**config.mk**
```make
export PLATFORM = sky130hd
export DESIGN_NAME = crc32_dec
export DESIGN_NICKNAME = d
export VERILOG_FILES = /design/src/rtl/crc32_pkg.sv /design/src/rtl/crc32_gen.sv /design/src/rtl/crc32_dec.sv
export SDC_FILE = /design/constraint.sdc
export NUM_CORES = 2
export LEC_CHECK = 0
export BUFFER_PORTS_ARGS = -buffer_cell sky130_fd_sc_hd__buf_2
export CELL_PAD_IN_SITES_DETAIL_PLACEMENT = 0
export CELL_PAD_IN_SITES_GLOBAL_PLACEMENT = 1
export CORE_ASPECT_RATIO = 1.4
export CORE_MARGIN = 2
export CORE_UTILIZATION = 25
export CTS_CLUSTER_DIAMETER = 120
export DETAILED_ROUTE_END_ITERATION = 7
export PLACE_DENSITY_LB_ADDON = 0.08
export SLEW_MARGIN = 40
export SYNTH_ARGS = -nofsm -noshare
export SYNTH_HDL_FRONTEND = slang
export SYNTH_SLANG_ARGS = --single-unit
```
**constraint.sdc**
```tcl
create_clock -name clk -period 18.08 [get_ports clk]
set_clock_uncertainty 0.15 [all_clocks]
set_input_delay 3.616 -clock clk [delete_from_list [all_inputs] [get_ports clk]]
set_output_delay 3.616 -clock clk [all_outputs]
set_load 0.005 [all_outputs]
```
**src/rtl/crc32_pkg.sv**
```systemverilog
// Shared definitions for the CRC32 receive-side checker.
// Holds the default widths, the status FSM encoding and the CRC32
// algorithm constants (MSB-first, non-reflected, init and final XOR all ones).
package crc32_pkg;

  localparam int unsigned DEF_DATA_WIDTH = 512;
  localparam int unsigned DEF_CRC_WIDTH  = 32;
  localparam int unsigned DEF_CNT_WIDTH  = 16;

  localparam logic [31:0] CRC_POLY   = 32'h04C11DB7;
  localparam logic [31:0] CRC_INIT   = 32'hFFFFFFFF;
  localparam logic [31:0] CRC_XOROUT = 32'hFFFFFFFF;

  typedef enum logic {
    ST_OK  = 1'b0,
    ST_ERR = 1'b1
  } st_e;

endpackage

```
**src/rtl/crc32_gen.sv**
```systemverilog
// Combinational CRC32 generator, shared with the link CRC32 encoder.
// The data word is consumed MSB first (bit DATA_WIDTH-1 first).
// Ports:
//   i_data   - data word to protect
//   o_crc_c  - CRC32 of i_data (combinational)
module crc32_gen
  import crc32_pkg::*;
#(
  parameter int unsigned DATA_WIDTH = DEF_DATA_WIDTH,
  parameter int unsigned CRC_WIDTH  = DEF_CRC_WIDTH
) (
  input  logic [DATA_WIDTH-1:0] i_data,
  output logic [CRC_WIDTH-1:0]  o_crc_c
);

  // Bit-serial LFSR unrolled across the whole word.
  always_comb begin : crc_calc
    logic [CRC_WIDTH-1:0]  v_crc;
    logic [DATA_WIDTH-1:0] v_data;
    logic                  v_fb;
    v_crc  = CRC_WIDTH'(CRC_INIT);
    v_data = i_data;
    v_fb   = 1'b0;
    for (int unsigned i = 0; i < DATA_WIDTH; i++) begin
      v_fb   = v_crc[CRC_WIDTH-1] ^ v_data[DATA_WIDTH-1];
      v_crc  = {v_crc[CRC_WIDTH-2:0], 1'b0} ^ (v_fb ? CRC_WIDTH'(CRC_POLY) : '0);
      v_data = {v_data[DATA_WIDTH-2:0], 1'b0};
    end
    o_crc_c = v_crc ^ CRC_WIDTH'(CRC_XOROUT);
  end

endmodule

```
**src/rtl/crc32_dec.sv**
```systemverilog
// Receive-side CRC32 checker.
// Recomputes the CRC over data_i, compares it with checksum_i, and registers
// the word plus a mismatch flag in a one-entry valid/ready output stage.
// Keeps a sticky error status (FSM OK/ERR) and a saturating error counter.
// Optional macro CRC32_DEC_DROP_EN: mismatched words are counted but not
// forwarded, and error_o is tied low.
// Ports:
//   clk, rst      - clock, asynchronous active-high reset
//   valid_i/ready_o, data_i, checksum_i - input word handshake
//   valid_o/ready_i, data_o, error_o    - output word handshake
//   err_sticky_o, err_cnt_o, clr_i      - error status and its clear
module crc32_dec
  import crc32_pkg::*;
#(
  parameter int unsigned DATA_WIDTH = DEF_DATA_WIDTH,
  parameter int unsigned CRC_WIDTH  = DEF_CRC_WIDTH,
  parameter int unsigned CNT_WIDTH  = DEF_CNT_WIDTH
) (
  input  logic                  clk,
  input  logic                  rst,
  input  logic                  valid_i,
  output logic                  ready_o,
  input  logic [DATA_WIDTH-1:0] data_i,
  input  logic [CRC_WIDTH-1:0]  checksum_i,
  output logic                  valid_o,
  input  logic                  ready_i,
  output logic [DATA_WIDTH-1:0] data_o,
  output logic                  error_o,
  output logic                  err_sticky_o,
  output logic [CNT_WIDTH-1:0]  err_cnt_o,
  input  logic                  clr_i
);

  logic [CRC_WIDTH-1:0]  w_crc;
  logic                  w_mismatch;
  logic                  w_accept;
  logic                  w_acc_err;
  logic                  w_load;
  logic                  r_valid;
  logic [DATA_WIDTH-1:0] r_data;
  logic [CNT_WIDTH-1:0]  r_cnt;
  st_e                   r_state;
  st_e                   w_state_nxt;

  crc32_gen #(
    .DATA_WIDTH (DATA_WIDTH),
    .CRC_WIDTH  (CRC_WIDTH)
  ) u_gen (
    .i_data  (data_i),
    .o_crc_c (w_crc)
  );

  assign w_mismatch = (w_crc != checksum_i);
  assign ready_o    = !r_valid || ready_i;
  assign w_accept   = valid_i && ready_o;
  assign w_acc_err  = w_accept && w_mismatch;

`ifdef CRC32_DEC_DROP_EN
  assign w_load  = w_accept && !w_mismatch;
  assign error_o = 1'b0;
`else
  logic r_error;

  assign w_load  = w_accept;
  assign error_o = r_error;

  // Mismatch flag travels with the word.
  always_ff @(posedge clk or posedge rst) begin
    if (rst) begin
      r_error <= 1'b0;
    end else if (w_load) begin
      r_error <= w_mismatch;
    end
  end
`endif

  // Output stage valid: reload on accept, drain on transfer.
  always_ff @(posedge clk or posedge rst) begin
    if (rst) begin
      r_valid <= 1'b0;
    end else if (w_load) begin
      r_valid <= 1'b1;
    end else if (ready_i) begin
      r_valid <= 1'b0;
    end
  end

  // Data payload carries no reset; it is qualified by valid_o.
  always_ff @(posedge clk) begin
    if (w_load) begin
      r_data <= data_i;
    end
  end

  // Saturating error counter; an accepted mismatch overrides a clear.
  always_ff @(posedge clk or posedge rst) begin
    if (rst) begin
      r_cnt <= '0;
    end else if (w_acc_err) begin
      if (clr_i) begin
        r_cnt <= CNT_WIDTH'(1);
      end else if (!(&r_cnt)) begin
        r_cnt <= r_cnt + CNT_WIDTH'(1);
      end
    end else if (clr_i) begin
      r_cnt <= '0;
    end
  end

  // Status FSM state register.
  always_ff @(posedge clk or posedge rst) begin
    if (rst) begin
      r_state <= ST_OK;
    end else begin
      r_state <= w_state_nxt;
    end
  end

  // Status FSM next state.
  always_comb begin
    w_state_nxt = r_state;
    case (r_state)
      ST_OK: begin
        if (w_acc_err) begin
          w_state_nxt = ST_ERR;
        end
      end
      ST_ERR: begin
        if (!w_acc_err && clr_i) begin
          w_state_nxt = ST_OK;
        end
      end
      default: w_state_nxt = ST_OK;
    endcase
  end

  assign valid_o      = r_valid;
  assign data_o       = r_data;
  assign err_cnt_o    = r_cnt;
  assign err_sticky_o = (r_state == ST_ERR);

endmodule

```
==> metrics.md <==
| Metric | Value |
|---|---|
| DPL Wire Length | 325000 µm |
| Cts hold-fix bufs | 0 |
| Avg Inst Size Synth | 16.3 µm² |
| P&R area growth vs syn | 52.7% |
| Setup TNS | -419.96 ns |
| CTS tree | done |
| Critical Path End Type | flop |
| Final min period | 41.49 ns |
| Layout net count | 10226 |
| GRT Overall Usage | 20.4% |
| Failing checks | negative setup slack |
| Antenna Violating Nets Remaining | 0 |
| Worst-path fanout max | 14 |
| Netlist cell types | 49 |
| Post-Route WL | 364000 µm |
| Root Buffer | clkbuf_16 |
| H-tree levels | 2 |
| Final WS setup | -23.41 ns |
| Area of the core | 347000 µm² |
| Top FF cell, synth | edfxtp_1 |
| GR Overflow Total | 0 |
| Worst Path Buf+Inv | 36 |
| # clock sinks | 531 |
| Slew HR | 44.9% |
| Hold Fails Final Rpt | 0 |
| Ports | 1081 |
| Hold Crit Class | flop to flop |
| Vias/cell | 3.96 |
| Ratio of cells with drive above 1 in the final layout | 60.6% |
| Vias | 56962 |
| Async SR Flop Fraction | 3.58% |
| Clk_lat worst skew | 0.72 ns |
| Worst EP required | 18.58 ns |
| Mapped Area | 86900 µm² |
| First-pass GRT wire length | 499000 µm |
| DRC viols | 0 |
| Initial antenna violation count | 41 |
| Cell row count | 256 |
| Kind of cell adding the most delay to the critical path | XOR/XNOR gates |
| Seq cells post-synth | 531 |
| First-pass DRT Iterations | 5 |
| Yosys warnings | 0 |
| Status | finished with violations |
| Worst path slowest cell | xnor3_2 |
| Most frequent cells in the layout | buf_4 (3151), xnor2_1 (1367), buf_2 (1075), xnor3_1 (1070), xnor3_2 (558) |
| CTS buffer count | 59 |
| Reg clk slew, reported paths | 0.06 ns |
| Maxcap violations | 0 |
| Sequential element share of the synthesized area | 18.2% |
| Slew at the pin closest to its max-slew limit | 0.826 ns |
| Port bufs | 1080 |
| RSZ-0062 raised after global routing | true |
| Synthesized net count | 5869 |
| Vias in the first global route | 63759 |
| Largest net degree at the start of global routing | 117 |
| Crit path arrival time | 41.99 ns |
| Gpl congestion | 0.867 |
| Setup CP Type | input pin to flop |
| Chip width | 502 µm |
| Fmax | 24.1 MHz |
| Die Ht | 702 µm |
| Starting Density | 25.1% |
| CP Launch Type | input pin |
| Final setup violating endpoints | 18 |
| Synthesized instance count | 5319 |
| Final Max Tran Viols | 0 |
| Deepest clock path buffer count | 3 |
| Most used cell, CP | xnor3_2 |
| Commonest non-fill, non-tap cell in the layout | buf_4 |
| Die ar. | 353000 µm² |
| Avg WL per Cell | 25.3 µm |
| Place WS | -26.40 ns |
| Post-synth EDFFs | 512 |
| Final Cycle Share | 229% |
| Drt first-iter violations | 2368 |
| Biggest cell delay along the critical path | 0.56 ns |
worst reg2reg max path: stages, from the launching register on:
cell and delay (ns):
dfrtp_1 0.39, nand2b_1 0.12, nand2_1 0.19, inv_8 0.43, buf_4 0.73, buf_12 0.49
buf_6 0.90
routing by layer:
metal	up-vias	share of wire (%)	global-route usage (%)
met2	1088	57	41.3
met1	28396	37	22.4
met4	28	2.0	3.79
li1	27246	-	-
met3	204	3.4	2.29
met5	-	0.049	0
cell families (layout without fill, tap and decap cells):
logic type	count (synthesis)	count (layout)	share of synthesized area [%]
flip-flops	531	531	18.2
AND/OR/NAND/NOR	88	88	0.504
AO/OA/AOI/OAI	38	38	0.319
buffers and inverters	76	4484	0.509
multiplexers	6	6	0.0705
other	0	14	0
adder cells (fa/ha/maj)	1	1	0.0144
XOR/XNOR	4579	4579	80.4
what timing repair did:
action                                  4_1_cts  5_1_grt
hold endpoints to repair                      0        0
pin swaps                                   119       45
resized for setup                           427      126
setup buffers                               172       71
endpoints found under the setup margin       18       18
final cells by class:
type,instances,area (µm²)
Multi-Input combinational cell,4712,77400
Inverter,15,63.8
Tap cell,4644,5810
Clock inverter,46,470
Sequential cell,531,15900
Timing Repair Buffer,4357,31600
Fill cell,33579,214000
Antenna cell,14,35.0
Clock buffer,66,1520
registers in the layout (all words and copies together), names as in the netlist:
register and cells:
err_sticky_o 1, error_o 1, valid_o 1, err_cnt_o 16, data_o 512
synthesized netlist by cell type (6+ instances only):
cell type / instances / share of area (%)
clkbuf_1: 8 / 0.035
xnor2_1: 1674 / 17
dfrtp_1: 19 / 0.55
nand4_1: 7 / 0.050
xor2_4: 15 / 0.47
xnor3_1: 1501 / 39
nand2_1: 18 / 0.078
nor2_1: 20 / 0.086
xor2_1: 709 / 7.1
xnor2_2: 140 / 2.6
xnor2_4: 39 / 1.2
buf_2: 21 / 0.12
buf_4: 27 / 0.23
a21oi_1: 7 / 0.040
edfxtp_1: 512 / 18
or3_1: 6 / 0.043
nand3_1: 16 / 0.092
inv_1: 15 / 0.065
a311oi_1: 10 / 0.10
xor2_2: 70 / 1.3
xnor3_2: 127 / 3.5
xor3_2: 30 / 0.86
xor3_1: 274 / 7.5
stage by stage:
stage / hold slack, ns / util (%) / area (µm²) / std cells
3_3_place_gp: 0.317 / 36.3 / 126000 / 14015
5_1_grt: 0.378 / 38.3 / 133000 / 14372
3_5_place_dp: 0.329 / 36.3 / 126000 / 14015
4_1_cts: 0.347 / 37.9 / 131000 / 14299
2_1_floorplan: 0.318 / - / 91000 / 5319
6_report: 0.332 / 38.3 / 133000 / 14385
worst paths after layout:
kind                                           from                        end  slack, ns  cells past startpoint
min in group asynchronous                       rst  err_cnt_o[14]$_DFFE_PP0P_       2.74                      2
worst min register to register  error_o$_DFFE_PP0P_        error_o$_DFFE_PP0P_       0.33                      2
max in group asynchronous                       rst     err_sticky_o$_DFF_PP0_      14.73                      2
worst min-delay path            error_o$_DFFE_PP0P_        error_o$_DFFE_PP0P_       0.33                      2
worst max-delay path                    data_i[509]   err_cnt_o[3]$_DFFE_PP0P_     -23.41                    128
worst max register to register  valid_o$_DFFE_PP0P_      data_o[450]$_DFFE_PP_      14.28                      6
Power is not shown: default switching activity piles up to over one toggle a cycle in this logic, so the estimate is an artifact.
